**src/rtl/rename_regfile_pkg.sv**
```systemverilog
// Shared widths, tag encoding and CDB record type for the rename register file.
// Configuration macro: RF_CDB_BYPASS_EN (same-cycle CDB forwarding on read ports).
package rename_regfile_pkg;

  function automatic int clog2(input int n);
    int r;
    r = 0;
    while ((1 << r) < n) r++;
    return r;
  endfunction

  localparam int RF_NREG    = 32;
  localparam int RF_DATA_W  = 32;
  localparam int RF_TAG_W   = 4;
  localparam int RF_NUM_RD  = 2;
  localparam int RF_NUM_CDB = 2;
  localparam int RF_NAME_W  = clog2(RF_NREG);

  localparam logic [RF_TAG_W-1:0] TAG_FREE = '0;

  typedef struct packed {
    logic                 valid;
    logic [RF_NAME_W-1:0] name;
    logic [RF_TAG_W-1:0]  tag;
    logic [RF_DATA_W-1:0] data;
  } cdb_bus_t;

endpackage

```
**src/rtl/rename_regfile_if.sv**
```systemverilog
// Dispatch / CDB / read-port bundle between the dispatcher side and the register file.
// Configuration macro: RF_CDB_BYPASS_EN (affects rd_data/rd_tag timing only).
interface rename_regfile_if
  import rename_regfile_pkg::*;
#(
  parameter int NAME_W  = RF_NAME_W,
  parameter int DATA_W  = RF_DATA_W,
  parameter int TAG_W   = RF_TAG_W,
  parameter int NUM_RD  = RF_NUM_RD,
  parameter int NUM_CDB = RF_NUM_CDB
);
  logic [NUM_CDB-1:0]        cdb_valid;
  logic [NUM_CDB*NAME_W-1:0] cdb_name;
  logic [NUM_CDB*TAG_W-1:0]  cdb_tag;
  logic [NUM_CDB*DATA_W-1:0] cdb_data;
  logic                      disp_valid;
  logic [NAME_W-1:0]         disp_name;
  logic [TAG_W-1:0]          disp_tag;
  logic                      flush;
  logic [NUM_RD*NAME_W-1:0]  rd_name;
  logic [NUM_RD*DATA_W-1:0]  rd_data;
  logic [NUM_RD*TAG_W-1:0]   rd_tag;
  logic [NAME_W:0]           busy_cnt;

  modport master (
    output cdb_valid, cdb_name, cdb_tag, cdb_data,
    output disp_valid, disp_name, disp_tag, flush, rd_name,
    input  rd_data, rd_tag, busy_cnt
  );

  modport slave (
    input  cdb_valid, cdb_name, cdb_tag, cdb_data,
    input  disp_valid, disp_name, disp_tag, flush, rd_name,
    output rd_data, rd_tag, busy_cnt
  );
endinterface

```
**src/rtl/rename_regfile_read_port.sv**
```systemverilog
// One combinational source-operand read: register mux, x0 forced to zero/free.
// Configuration macro: RF_CDB_BYPASS_EN adds a same-cycle forward from effective CDB channels.
module rf_read_port
  import rename_regfile_pkg::*;
#(
  parameter int NREG    = RF_NREG,
  parameter int DATA_W  = RF_DATA_W,
  parameter int TAG_W   = RF_TAG_W,
`ifdef RF_CDB_BYPASS_EN
  parameter int NUM_CDB = RF_NUM_CDB,
`endif
  localparam int NAME_W = clog2(NREG)
) (
  input  logic [NAME_W-1:0] rd_name,
  input  logic [DATA_W-1:0] data_q [NREG],
  input  logic [TAG_W-1:0]  tag_q  [NREG],
`ifdef RF_CDB_BYPASS_EN
  input  logic [NUM_CDB-1:0] cdb_eff,
  input  logic [NAME_W-1:0]  cdb_name [NUM_CDB],
  input  logic [DATA_W-1:0]  cdb_data [NUM_CDB],
`endif
  output logic [DATA_W-1:0] rd_data,
  output logic [TAG_W-1:0]  rd_tag
);
  always_comb begin
    rd_data = data_q[rd_name];
    rd_tag  = tag_q[rd_name];
    if (rd_name == '0) begin
      rd_data = '0;
      rd_tag  = TAG_W'(TAG_FREE);
    end
`ifdef RF_CDB_BYPASS_EN
    // Descending scan so the lowest channel wins, matching the write priority.
    for (int k = NUM_CDB - 1; k >= 0; k--) begin
      if (cdb_eff[k] && (cdb_name[k] == rd_name)) begin
        rd_data = cdb_data[k];
        rd_tag  = TAG_W'(TAG_FREE);
      end
    end
`endif
  end
endmodule

```
**src/rtl/rename_regfile.sv**
```systemverilog
// Tomasulo architectural register file: data + rename tag per register, CDB resolve,
// single dispatch rename and mispredict flush. Configuration macro: RF_CDB_BYPASS_EN.
module rename_regfile
  import rename_regfile_pkg::*;
#(
  parameter int NREG    = RF_NREG,
  parameter int DATA_W  = RF_DATA_W,
  parameter int TAG_W   = RF_TAG_W,
  parameter int NUM_RD  = RF_NUM_RD,
  parameter int NUM_CDB = RF_NUM_CDB
) (
  input logic             clk,
  input logic             rst,
  rename_regfile_if.slave bus
);
  localparam int NAME_W = clog2(NREG);
  localparam int CNT_W  = NAME_W + 1;
  localparam logic [TAG_W-1:0] FREE = TAG_W'(TAG_FREE);

  logic [DATA_W-1:0] data_q [NREG];
  logic [DATA_W-1:0] data_d [NREG];
  logic [TAG_W-1:0]  tag_q  [NREG];
  logic [TAG_W-1:0]  tag_d  [NREG];
  logic [CNT_W-1:0]  busy_cnt_q, busy_cnt_d;

  logic [NAME_W-1:0]  c_name [NUM_CDB];
  logic [TAG_W-1:0]   c_tag  [NUM_CDB];
  logic [DATA_W-1:0]  c_data [NUM_CDB];
  logic [NUM_CDB-1:0] c_eff;
  logic               dup_eff;

  // A broadcast only counts when its tag still owns the register; stale ones vanish.
  always_comb begin
    dup_eff = 1'b0;
    for (int k = 0; k < NUM_CDB; k++) begin
      c_name[k] = bus.cdb_name[k*NAME_W +: NAME_W];
      c_tag[k]  = bus.cdb_tag[k*TAG_W +: TAG_W];
      c_data[k] = bus.cdb_data[k*DATA_W +: DATA_W];
      c_eff[k]  = bus.cdb_valid[k] && (c_name[k] != '0) && (c_tag[k] == tag_q[c_name[k]]);
    end
    for (int i = 0; i < NUM_CDB; i++)
      for (int j = i + 1; j < NUM_CDB; j++)
        if (c_eff[i] && c_eff[j] && (c_name[i] == c_name[j])) dup_eff = 1'b1;
  end

  always_comb begin
    data_d = data_q;
    tag_d  = tag_q;
    for (int k = NUM_CDB - 1; k >= 0; k--) begin
      if (c_eff[k]) begin
        data_d[c_name[k]] = c_data[k];
        tag_d[c_name[k]]  = FREE;
      end
    end
    // Flush drops the concurrent dispatch; otherwise the new rename beats the CDB clear.
    if (bus.flush) begin
      for (int i = 0; i < NREG; i++) tag_d[i] = FREE;
    end else if (bus.disp_valid && (bus.disp_name != '0)) begin
      tag_d[bus.disp_name] = bus.disp_tag;
    end
    busy_cnt_d = '0;
    for (int i = 1; i < NREG; i++)
      if (tag_d[i] != FREE) busy_cnt_d = busy_cnt_d + CNT_W'(1);
  end

  always_ff @(posedge clk) begin
    if (!rst) begin
      for (int i = 0; i < NREG; i++) begin
        data_q[i] <= '0;
        tag_q[i]  <= FREE;
      end
      busy_cnt_q <= '0;
    end else begin
      assert (!dup_eff);
      data_q     <= data_d;
      tag_q      <= tag_d;
      busy_cnt_q <= busy_cnt_d;
    end
  end

  assign bus.busy_cnt = busy_cnt_q;

  logic [DATA_W-1:0] rd_data_w [NUM_RD];
  logic [TAG_W-1:0]  rd_tag_w  [NUM_RD];

  for (genvar j = 0; j < NUM_RD; j++) begin : g_rd
    rf_read_port #(
      .NREG    (NREG),
      .DATA_W  (DATA_W),
`ifdef RF_CDB_BYPASS_EN
      .NUM_CDB (NUM_CDB),
`endif
      .TAG_W   (TAG_W)
    ) u_rd (
      .rd_name  (bus.rd_name[j*NAME_W +: NAME_W]),
      .data_q   (data_q),
      .tag_q    (tag_q),
`ifdef RF_CDB_BYPASS_EN
      .cdb_eff  (c_eff),
      .cdb_name (c_name),
      .cdb_data (c_data),
`endif
      .rd_data  (rd_data_w[j]),
      .rd_tag   (rd_tag_w[j])
    );
  end

  always_comb begin
    for (int j = 0; j < NUM_RD; j++) begin
      bus.rd_data[j*DATA_W +: DATA_W] = rd_data_w[j];
      bus.rd_tag[j*TAG_W +: TAG_W]    = rd_tag_w[j];
    end
  end
endmodule

```
**src/flat_wrapper.sv**
```systemverilog
// flat-port wrapper written by rule: the top's interface ports become plain ports
module rename_regfile_flat import rename_regfile_pkg::*;
#(
  parameter int NREG    = RF_NREG,
  parameter int DATA_W  = RF_DATA_W,
  parameter int TAG_W   = RF_TAG_W,
  parameter int NUM_RD  = RF_NUM_RD,
  parameter int NUM_CDB = RF_NUM_CDB
)
  (clk, rst, bus_cdb_valid, bus_cdb_name, bus_cdb_tag, bus_cdb_data, bus_disp_valid, bus_disp_name, bus_disp_tag, bus_flush, bus_rd_name, bus_rd_data, bus_rd_tag, bus_busy_cnt);
  rename_regfile_if #(.DATA_W(DATA_W), .TAG_W(TAG_W), .NUM_RD(NUM_RD), .NUM_CDB(NUM_CDB)) bus_i ();
  input logic clk;
  input logic rst;
  input wire logic [$bits(bus_i.cdb_valid)-1:0] bus_cdb_valid;
  input wire logic [$bits(bus_i.cdb_name)-1:0] bus_cdb_name;
  input wire logic [$bits(bus_i.cdb_tag)-1:0] bus_cdb_tag;
  input wire logic [$bits(bus_i.cdb_data)-1:0] bus_cdb_data;
  input wire logic [$bits(bus_i.disp_valid)-1:0] bus_disp_valid;
  input wire logic [$bits(bus_i.disp_name)-1:0] bus_disp_name;
  input wire logic [$bits(bus_i.disp_tag)-1:0] bus_disp_tag;
  input wire logic [$bits(bus_i.flush)-1:0] bus_flush;
  input wire logic [$bits(bus_i.rd_name)-1:0] bus_rd_name;
  output wire logic [$bits(bus_i.rd_data)-1:0] bus_rd_data;
  output wire logic [$bits(bus_i.rd_tag)-1:0] bus_rd_tag;
  output wire logic [$bits(bus_i.busy_cnt)-1:0] bus_busy_cnt;
  assign bus_i.cdb_valid = bus_cdb_valid;
  assign bus_i.cdb_name = bus_cdb_name;
  assign bus_i.cdb_tag = bus_cdb_tag;
  assign bus_i.cdb_data = bus_cdb_data;
  assign bus_i.disp_valid = bus_disp_valid;
  assign bus_i.disp_name = bus_disp_name;
  assign bus_i.disp_tag = bus_disp_tag;
  assign bus_i.flush = bus_flush;
  assign bus_i.rd_name = bus_rd_name;
  assign bus_rd_data = bus_i.rd_data;
  assign bus_rd_tag = bus_i.rd_tag;
  assign bus_busy_cnt = bus_i.busy_cnt;
  rename_regfile #(.NREG(NREG), .DATA_W(DATA_W), .TAG_W(TAG_W), .NUM_RD(NUM_RD), .NUM_CDB(NUM_CDB)) u_core (.clk(clk), .rst(rst), .bus(bus_i));
endmodule
```
**config.mk**
```make
export PLATFORM = sky130hd
export DESIGN_NAME = rename_regfile_flat
export DESIGN_NICKNAME = d
export VERILOG_FILES = /design/src/rtl/rename_regfile_pkg.sv /design/src/rtl/rename_regfile_if.sv /design/src/rtl/rename_regfile_read_port.sv /design/src/rtl/rename_regfile.sv /design/src/flat_wrapper.sv
export SDC_FILE = /design/constraint.sdc
export NUM_CORES = 2
export LEC_CHECK = 0
export CORE_MARGIN = 2
export CORE_UTILIZATION = 40
export CTS_BUF_LIST = sky130_fd_sc_hd__clkbuf_8
export DETAILED_ROUTE_END_ITERATION = 7
export GPL_TIMING_DRIVEN = 1
export PLACE_DENSITY = 0.62
export SLEW_MARGIN = 0
export SYNTH_ARGS = -nofsm -noshare
export SYNTH_HDL_FRONTEND = slang
export SYNTH_HIERARCHICAL = 1
export SYNTH_SLANG_ARGS = --single-unit
```
**constraint.sdc**
```tcl
create_clock -name clk -period 25.4 [get_ports clk]
set_clock_uncertainty 0.2 [all_clocks]
set_input_delay 5.08 -clock clk [delete_from_list [all_inputs] [get_ports clk]]
set_output_delay 5.08 -clock clk [all_outputs]
set_load 0.02 [all_outputs]
```
==> flow_summary.json <==
{
  "cpPeakStageDelay_ps": 620,
  "vias": 72200,
  "core_area_mm2": 0.190,
  "synth_edf_count": 0,
  "gr-usage-all-layers_pct": 36.5,
  "grt_overflow_total": 0,
  "synth_area_mm2": 0.0764,
  "final.setup.tns_ps": 0,
  "async_flop_share_pct": 0,
  "clock_sinks": 1158,
  "finalSetupViolCount": 0,
  "p_leak_uw": 0.0355,
  "final_nets": 7976,
  "firstDrtPassIters": 8,
  "ys_types": 111,
  "synth_warnings": 6,
  "arrival_ps": 25380,
  "syn_to_final_growth_pct": 13.1,
  "critPathLaunch": "bus_cdb_name[1]",
  "n_fill_cell": 17500,
  "final.setup.worst_slack_ps": 699,
  "placed_area_mm2": 0.0811,
  "r2r-start": "u_core/tag_q[18]",
  "gp_congestion": 1.02,
  "antenna_found_initial": 48,
  "finalHoldViolCount": 0,
  "seq_area_frac_synth_pct": 30.3,
  "clk_pin_slew_worst_paths_ps": 60,
  "root_buffer": "clkbuf_8",
  "tightest_slew_ps": 1490,
  "ioPinCount": 185,
  "die_h_um": 441,
  "antenna_left": 0,
  "end_kind": "flop",
  "synth_fp_nets": 8083,
  "grt_pass1_vias": 68300,
  "die_area_mm2": 0.195,
  "fmax_mhz": 40.5,
  "violations": "capacitance limit",
  "start_util_pct": 40.2,
  "setup.worst_path.start_class": "input pin",
  "multi_input_area_mm2": 0.0500,
  "max-vdd-ir-drop_mv": 0.0575,
  "clk_latency_ps": 990,
  "timing.rr.end": "u_core/bus.busy_cnt[5]",
  "htreeDepth": 4,
  "critPathSlowestCell": "or4b_4",
  "crit_path_end": "u_core/bus.busy_cnt[5]",
  "r2r_slack_ps": 4820,
  "relSlewSlack_pct": 0.209,
  "crit_top_cell": "ha_1",
  "outcome": "finished, violations left",
  "layout_commonest_cell": "mux2i_1",
  "syn_inst": 7946,
  "post-route-min-period_ps": 24700,
  "power_uw": 4250,
  "ys.flop_type": "dfxtp_1",
  "crit_required_ps": 26080,
  "reg2reg_depth": 109,
  "cts_buffers": 200,
  "rows": 160,
  "hpwl_mm": 227,
  "seqCellArea_mm2": 0.0232,
  "drc": 0,
  "stdcell_area_mm2": 0.0864,
  "io_buffers": 184,
  "wirelength_mm": 367,
  "wl_per_cell_um": 34.8,
  "slew_violations": 0,
  "power-per-cell-area_mw_per_mm2": 49.1,
  "synth_seq_cells": 1158,
  "hp-class": "reg -> reg",
  "synth_area_per_cell_um2": 9.62,
  "drive_above_1_share_pct": 20.7,
  "maxCapViolCount": 1,
  "final_cell_mix": "mux2i_1 (1250), dfxtp_1 (1158), nor2_1 (1132), a211oi_1 (971), mux4_2 (504)",
  "grt_pass1_wl_mm": 512,
  "period_share_pct": 97.2,
  "clockBufferDepth": 3,
  "critPathKind": "in -> reg",
  "whs_ps": 285,
  "fp.dieW_um": 441,
  "avgViaCountPerCell": 6.84,
  "dp_slack_ps": -1610,
  "cts_tree": "yes",
  "drtIter0Drc": 10600,
  "crit_fanout": 7,
  "grt_max_degree": 204
}
==> layer usage <==
metal	share of wire, %	track usage [%]	up-vias
li1	-	-	30000
met1	37	46.1	35600
met2	42	51.7	5231
met3	13	12.0	1366
met4	8.3	26.8	8
met5	0.023	0.147	-
==> timing repair <==
| action | in CTS | in global routing |
|---|---|---|
| buffers inserted | 7 | 11 |
| resized for setup | 57 | 71 |
| endpoints found under the setup margin | 5 | 5 |
| hold buffers | 0 | 0 |
| pin swaps | 20 | 35 |
| gates cloned | 0 | 1 |
==> how the worst min path moves through the flow <==
stage,from,to,slack [ps],depth (start not counted)
after floorplan,u_core/data_q[1000],u_core/data_q[1000],240,1
after global placement,u_core/data_q[999],u_core/data_q[999],260,1
after detailed placement,u_core/data_q[1000],u_core/data_q[1000],270,1
after CTS,u_core/data_q[1000],u_core/data_q[1000],280,1
after global routing,u_core/data_q[1014],u_core/data_q[1014],300,1
final,u_core/data_q[1015],u_core/data_q[1015],290,1
==> logic make-up after synthesis <==
group                      count (synthesis)  share of synthesized area (%)
xor gates and xnor gates                 119                           1.78
DFF                                     1158                           30.3
AOI/OAI and AO/OA                       1712                           16.2
adders and majority gates                 31                          0.504
buffers and inverters                    974                           5.61
muxes                                   1904                           33.4
and+or+nand+nor                         2048                           12.1
==> worst max-delay path, delay by kind of cell <==
| family | cells | cell delay (ps) |
|---|---|---|
| adder cells (fa/ha/maj) | 28 | 7280 |
| AO/OA/AOI/OAI | 33 | 4350 |
| AND/OR/NAND/NOR | 26 | 3970 |
| multiplexers | 12 | 2950 |
| buffers and inverters | 9 | 1170 |
| XOR/XNOR | 3 | 550 |
==> layout make-up <==
type	count	area share (%)
clock buffer	274	4.36
timing repair buffer	640	6.31
multi-input combinational	5814	57.9
inverter	25	0.124
sequential	1158	26.8
antenna	30	0.0869
tap	2511	3.63
clock inverter	101	0.770
==> per-stage QoR <==
step | utilization (%) | std cells
after floorplan | - | 7946
after global placement | 42.7 | 10100
after detailed placement | 42.7 | 10100
after CTS | 45.2 | 10500
after global routing | 45.5 | 10500
final | 45.5 | 10600
==> state kept, by name (all words and copies together) (netlist names) <==
signal and flops:
u_core/data_q 1024, u_core/tag_q 128, u_core/bus.busy_cnt 6
==> synthesized netlist by cell type, types with 93 or more instances <==
cell type | number | share of area [%]
mux2_2 | 149 | 2.2
a311oi_1 | 105 | 1.2
o21ai_1 | 97 | 0.64
nand3_1 | 138 | 0.90
mux2i_1 | 1250 | 16
nor2_1 | 1137 | 5.6
a211oi_1 | 971 | 9.5
nand2_1 | 336 | 1.7
buf_1 | 97 | 0.48
a21oi_1 | 155 | 1.0
nor2b_1 | 93 | 0.76
clkbuf_1 | 656 | 3.2
dfxtp_1 | 1158 | 30
mux4_2 | 504 | 15
==> power breakdown <==
group / switching [uW] / leakage (uW) / internal [uW]
clock network: 879 / 0.00254 / 1020
logic: 355 / 0.0236 / 164
registers: 4.56 / 0.00932 / 1820
total: 1240 / 0.0355 / 3010
No activity file was read; power rests on OpenSTA's default activity.
